`src/rtl/mem_map_pkg.sv`:
```
// Memory-map bounds and controller state encoding shared by the bus
// controller and the mem_space model it drives.
package mem_map_pkg;

  localparam logic [15:0] MM_SFR_END   = 16'h0010;
  localparam logic [15:0] MM_PER8_END  = 16'h0100;
  localparam logic [15:0] MM_PER16_END = 16'h0200;
  localparam logic [15:0] MM_RAM_END   = 16'h0400;
  localparam logic [15:0] MM_ROM_BASE  = 16'hC000;

  typedef enum logic [1:0] {
    ST_IDLE = 2'd0,
    ST_RD   = 2'd1,
    ST_WR   = 2'd2,
    ST_RSP  = 2'd3
  } state_t;

  // Word accesses are forced onto an even address; byte accesses pass through.
  function automatic logic [15:0] bus_addr(input logic [15:0] addr, input logic bw);
    return bw ? addr : {addr[15:1], 1'b0};
  endfunction

endpackage

```
`src/rtl/mem_region_check.sv`:
```
// Address decoder: flags accesses into the unused hole, and writes to ROM.
module mem_region_check
  import mem_map_pkg::*;
#(
  parameter logic [15:0] UB_RAM    = MM_RAM_END,
  parameter logic [15:0] UB_UNUSED = MM_ROM_BASE
) (
  input  logic [15:0] addr,
  input  logic        we,
  output logic        fault
);

  logic in_hole;
  logic in_rom;

  // ROM runs up to and including 'hFFFF, so the upper bound is open.
  assign in_hole = (addr >= UB_RAM) && (addr < UB_UNUSED);
  assign in_rom  = (addr >= UB_UNUSED);
  assign fault   = in_hole || (we && in_rom);

endmodule

```
`src/rtl/mem_bus_ctrl.sv`:
```
// Single-outstanding CPU-to-memory bus controller: one request is taken,
// driven onto the memory bus for one cycle, then answered and handshaken.
module mem_bus_ctrl
  import mem_map_pkg::*;
#(
  parameter logic [15:0] UB_RAM    = MM_RAM_END,
  parameter logic [15:0] UB_UNUSED = MM_ROM_BASE
) (
  input  logic        clk,
  input  logic        rst,
  input  logic        req_valid,
  output logic        req_ready,
  input  logic [15:0] req_addr,
  input  logic [15:0] req_wdata,
  input  logic        req_we,
  input  logic        req_bw,
  output logic        rsp_valid,
  input  logic        rsp_ready,
  output logic [15:0] rsp_rdata,
  output logic        rsp_fault,
  output logic [7:0]  fault_count,
  output logic [15:0] MAB,
  output logic [15:0] MDB_wr,
  output logic        MW,
  output logic        BW,
  input  logic [15:0] MDB_rd
);

  state_t      state_reg;
  state_t      state_next;
  logic [15:0] addr_reg;
  logic [15:0] wdata_reg;
  logic [15:0] rdata_reg;
  logic        we_reg;
  logic        bw_reg;
  logic        rsp_fault_reg;
  logic [7:0]  fault_count_reg;
  logic        fault;
  logic        accept;

  mem_region_check #(
    .UB_RAM    (UB_RAM),
    .UB_UNUSED (UB_UNUSED)
  ) u_region (
    .addr  (addr_reg),
    .we    (we_reg),
    .fault (fault)
  );

  assign accept = req_valid && req_ready;

  always_ff @(posedge clk) begin
    if (rst) begin
      state_reg <= ST_IDLE;
    end else begin
      state_reg <= state_next;
    end
  end

  always_comb begin
    state_next = state_reg;
    case (state_reg)
      ST_IDLE: if (accept) state_next = req_we ? ST_WR : ST_RD;
      ST_RD:   state_next = ST_RSP;
      ST_WR:   state_next = ST_RSP;
      ST_RSP:  if (rsp_ready) state_next = ST_IDLE;
      default: state_next = ST_IDLE;
    endcase
  end

  // Every bus and response output is a function of state, so a reset edge
  // that returns to IDLE drops MW and the response in the same cycle.
  always_comb begin
    req_ready   = (state_reg == ST_IDLE) && !rst;
    MAB         = 16'h0000;
    MDB_wr      = 16'h0000;
    MW          = 1'b0;
    BW          = 1'b0;
    rsp_valid   = 1'b0;
    rsp_rdata   = 16'h0000;
    rsp_fault   = 1'b0;
    fault_count = fault_count_reg;
    case (state_reg)
      ST_RD: begin
        MAB = bus_addr(addr_reg, bw_reg);
        BW  = bw_reg;
      end
      ST_WR: begin
        MAB    = bus_addr(addr_reg, bw_reg);
        BW     = bw_reg;
        MW     = !fault;
        MDB_wr = bw_reg ? {wdata_reg[7:0], wdata_reg[7:0]} : wdata_reg;
      end
      ST_RSP: begin
        rsp_valid = 1'b1;
        rsp_rdata = rdata_reg;
        rsp_fault = rsp_fault_reg;
      end
      default: ;
    endcase
  end

  always_ff @(posedge clk) begin
    if (rst) begin
      addr_reg        <= 16'h0000;
      wdata_reg       <= 16'h0000;
      we_reg          <= 1'b0;
      bw_reg          <= 1'b0;
      rdata_reg       <= 16'h0000;
      rsp_fault_reg   <= 1'b0;
      fault_count_reg <= 8'h00;
    end else begin
      if (accept) begin
        addr_reg  <= req_addr;
        wdata_reg <= req_wdata;
        we_reg    <= req_we;
        bw_reg    <= req_bw;
      end
      if (state_reg == ST_RD) begin
        if (fault) begin
          rdata_reg <= 16'h0000;
        end else if (bw_reg) begin
          rdata_reg <= {8'h00, MDB_rd[7:0]};
        end else begin
          rdata_reg <= MDB_rd;
        end
      end else if (state_reg == ST_WR) begin
        rdata_reg <= 16'h0000;
      end
      if ((state_reg == ST_RD) || (state_reg == ST_WR)) begin
        rsp_fault_reg <= fault;
        if (fault && (fault_count_reg != 8'hFF)) begin
          fault_count_reg <= fault_count_reg + 8'h01;
        end
      end
    end
  end

endmodule

```
`config.mk`:
```
export PLATFORM = sky130hd
export DESIGN_NAME = mem_bus_ctrl
export DESIGN_NICKNAME = d
export VERILOG_FILES = /design/src/rtl/mem_map_pkg.sv /design/src/rtl/mem_region_check.sv /design/src/rtl/mem_bus_ctrl.sv
export SDC_FILE = /design/constraint.sdc
export NUM_CORES = 1
export LEC_CHECK = 0
export ABC_AREA = 1
export CORE_UTILIZATION = 39
export CTS_BUF_LIST = sky130_fd_sc_hd__clkbuf_16
export CTS_CLUSTER_DIAMETER = 60
export DETAILED_ROUTE_END_ITERATION = 6
export PLACE_DENSITY = 0.79
export REMOVE_ABC_BUFFERS = 1
export SLEW_MARGIN = 20
export SYNTH_ARGS = -nofsm -noshare
export SYNTH_HDL_FRONTEND = slang
export SYNTH_SLANG_ARGS = --single-unit
```
`constraint.sdc`:
```
create_clock -name clk -period 1.5 [get_ports clk]
set_input_delay 0.225 -clock clk [delete_from_list [all_inputs] [get_ports clk]]
set_output_delay 0.225 -clock clk [all_outputs]
set_load 0.05 [all_outputs]
```
==> impl_metrics.json <==
{
  "peakVddDrop_mv": 0.958,
  "seq_area_frac_synth_pct": 42.7,
  "synth_area_sq_mm": 0.00286,
  "rr_worst_depth": 9,
  "rows": 30,
  "grt_usage_pct": 27.5,
  "crit_fanout": 8,
  "syn_to_final_growth_pct": 107,
  "use_met3_pct": 5.28,
  "vias": 3698,
  "cpMostUsedCell": "buf_12",
  "drive_gt1_share_pct": 42.3,
  "cellLeakagePower_nw": 2.76,
  "die_area_sq_mm": 0.00768,
  "switching_share_pct": 41.9,
  "die_h_um": 87.6,
  "grt_pass1_wl_um": 16200,
  "core_sq_mm": 0.00694,
  "portBuffers": 114,
  "grt-busiest-layer": "met2",
  "critPathBufInv": 5,
  "synth-xor-area-share_pct": 1.23,
  "timing_hold_violations_final": 0,
  "drtIter0Drc": 211,
  "yosysTopAreaCell": "dfxtp_1",
  "cp_top_family": "buffers and inverters",
  "outcome": "finished, violations left",
  "period_minus_slack_ns": 1.79,
  "worstHoldStart": "req_addr[2]",
  "fill_cells": 302,
  "nets": 633,
  "initial_core_util_pct": 41.2,
  "clk_pin_slew_ns": 0.05,
  "grt_remaining_overflow": 0,
  "hold_class": "input port to register",
  "antenna_found_initial": 0,
  "critical_path_class": "register to output port",
  "dp_hpwl_um": 6190,
  "post_drt_wl_per_cell_um": 19.1,
  "rrSetupSlack_ns": -0.17,
  "synth.avg_cell_area_sq_um": 6.76,
  "p_int_mw": 5.53,
  "vias_per_cell": 5.49,
  "combPwrFrac_pct": 58.6,
  "cp.required_ns": 1.27,
  "first_pass_iters": 5,
  "setup_ws_ns": -0.289,
  "h-tree-depth": 3,
  "switchingPower_mw": 3.99,
  "yosys-top-cells-area": "dfxtp_1 (43%), nand2_1 (17%), inv_1 (8.7%), a21oi_1 (7.7%), nand3_1 (4.9%)",
  "path_cells": "inv_4 > ha_4 > buf_12 > buf_12 > nand2_1 > inv_2 > buf_12",
  "place_congestion": 0.804,
  "fin_util_pct": 85.2,
  "cts_made_buffers": 9,
  "io_pins": 115,
  "rsz0062_at_grt": "yes",
  "critPathLaunchType": "register",
  "arrival_ns": 1.56,
  "drv_slew": 0,
  "drc": 0,
  "synth_cells": 423,
  "p_seq_share_pct": 22.8,
  "worstMarginPinSlew_ns": 0.402,
  "ys_warn_count": 0,
  "synth_top_family_by_area": "simple AND/OR/NAND/NOR gates",
  "skew_ns": 0.00728,
  "holdPathEnd": "addr_reg[2]",
  "relSlewSlack_pct": 73.2,
  "setup_violations": 72,
  "r2r-end": "state_reg[0]",
  "fmax_mhz": 559,
  "yosysTopAreaCellShare_pct": 42.7,
  "totalWireLength_um": 12900,
  "r2r_start": "state_reg[1]",
  "ant_nets": 0,
  "clock-sinks": 61,
  "yosys.area_share.simple_pct": 28.4,
  "cpPeakStageDelay_ns": 0.39,
  "clock_latency_ns": 0.33,
  "cap_violations": 0,
  "synth_fa_ha_area_share_pct": 2.63,
  "design_area_sq_mm": 0.00592,
  "yosysUniqueCellTypes": 24,
  "ys_ff_latch": 61,
  "grt_use_met2_pct": 50.1,
  "failed_checks": "negative setup slack",
  "clockPowerShare_pct": 18.6,
  "cts_buffer_depth": 2,
  "antennaDiodeCount": 0,
  "synth_compound_area_share_pct": 12.3,
  "end_kind": "output port",
  "root_buffer": "clkbuf_16",
  "fin_crit_sh_pct": 119,
  "synth_mux_area_share_pct": 0.350,
  "place_area_sq_mm": 0.00493,
  "die_w_um": 87.6,
  "hold_path_depth": 3,
  "grt_max_degree": 40,
  "cpMaxStageDelayCell": "dfxtp_4",
  "met1_usage_pct": 30.2,
  "power_density_mw_per_mm2": 1610,
  "grt_pass1_vias": 3399,
  "tritoncts": "built"
}
[layout by cell type, fill, tap and decap left out, types with 2 or more instances in the layout]
| master | count |
|---|---|
| a21oi_1 | 19 |
| a21oi_2 | 25 |
| buf_12 | 69 |
| buf_4 | 28 |
| buf_6 | 4 |
| buf_8 | 5 |
| clkbuf_16 | 10 |
| clkdlybuf4s50_1 | 53 |
| clkinv_1 | 3 |
| clkinv_8 | 2 |
| dfxtp_1 | 53 |
| dfxtp_2 | 5 |
| dfxtp_4 | 3 |
| ha_1 | 4 |
| ha_4 | 2 |
| inv_1 | 40 |
| inv_2 | 19 |
| inv_4 | 10 |
| nand2_1 | 94 |
| nand2_2 | 17 |
| nand2_4 | 21 |
| nand3_1 | 25 |
| nand3_2 | 3 |
| nand4_1 | 10 |
| nor2_1 | 10 |
| nor2_2 | 2 |
| nor2_4 | 7 |
| o21ai_0 | 12 |
| o21ai_1 | 4 |
| o21ai_2 | 5 |
| o21ai_4 | 3 |
| xor2_1 | 4 |
[power by group through the flow]
stage | logic, mW | registers, mW | clock network [mW]
floorplan | 1.62 | 2.13 | 0
global placement | 3.57 | 2.03 | 0
detailed placement | 3.65 | 2.05 | 0
CTS | 4.68 | 2.09 | 1.74
global route | 5.79 | 2.19 | 1.85
finish | 5.58 | 2.17 | 1.77
[per-stage QoR]
| step | setup TNS, ns | cells | total power [mW] | hold slack (ns) | setup WS (ns) |
|---|---|---|---|---|---|
| 2_1_floorplan | -41.01 | 402 | 3.75 | 0.294 | -0.809 |
| 3_3_place_gp | -0.0241 | 642 | 5.60 | 0.442 | -0.0241 |
| 3_5_place_dp | -2.24 | 642 | 5.70 | 0.452 | -0.112 |
| 4_1_cts | -11.01 | 667 | 8.52 | 0.436 | -0.257 |
| 5_1_grt | -16.99 | 673 | 9.82 | 0.463 | -0.387 |
| 6_report | -13.36 | 673 | 9.52 | 0.437 | -0.289 |
[worst max path at each step]
| stage | start | to | cells past startpoint |
|---|---|---|---|
| after global routing | state_reg[0] | rsp_rdata[13] | 6 |
| after CTS | state_reg[1] | MAB[0] | 6 |
| after global placement | state_reg[1] | MAB[0] | 6 |
| final | state_reg[1] | MAB[15] | 7 |
| after floorplan | rst | addr_reg[10] | 5 |
| after detailed placement | state_reg[1] | rdata_reg[9] | 7 |
[synth_stat cells]
cell type / instances
a22oi_2: 1
a21oi_1: 44
nand2_1: 132
clkbuf_1: 10
nor2_4: 1
buf_2: 7
mux2i_1: 1
dfxtp_1: 61
inv_2: 2
buf_1: 2
nor2_2: 2
nand4_1: 10
buf_4: 2
o21ai_0: 22
nand3_1: 28
inv_1: 66
clkinv_1: 1
ha_1: 6
o21ai_1: 2
xor2_1: 4
nand2_4: 1
nand3b_1: 1
nor2_1: 16
nand3_2: 1
[layout make-up]
cell class / count / area (sq um) / area share (%)
Tap cell: 96 / 120 / 2.03
Multi-Input combinational cell: 272 / 1730 / 29.3
Clock inverter: 6 / 23.8 / 0.402
Sequential cell: 61 / 1240 / 20.9
Inverter: 69 / 309 / 5.22
Timing Repair Buffer: 160 / 2270 / 38.3
Clock buffer: 9 / 225 / 3.81
[worst register-to-register path, cell delays in order (launching register included)]
cell and delay [ns]:
dfxtp_4 0.39, inv_4 0.05, ha_4 0.30, buf_12 0.14
buf_8 0.13, buf_12 0.11, clkinv_8 0.06, mux2i_1 0.16
inv_1 0.12, a21oi_2 0.15
[per-layer routing]
layer	share of wire (%)	up-vias	wire length, um
met2	51	248	6630
li1	-	1628	-
met4	5.5	0	703
met3	7.8	64	1010
met5	0	-	0
met1	35	1758	4550
[kinds of logic (layout without fill, tap and decap cells)]
logic type               after synthesis  count (layout)
buffers and inverters                 90             244
multiplexers                           1               1
flip-flops                            61              61
XOR/XNOR                               4               4
AND/OR/NAND/NOR                      192             192
adder cells (fa/ha/maj)                6               6
AO/OA/AOI/OAI                         69              69
[timing repair]
| action | 4_1_cts | 5_1_grt |
|---|---|---|
| hold buffers | 0 | 0 |
| resized for setup | 108 | 90 |
| buffers inserted | 8 | 8 |
| gates cloned | 2 | 1 |
| pin swaps | 23 | 22 |
| endpoints found under the setup margin | 78 | 77 |
(Power assumes the default switching activity.)
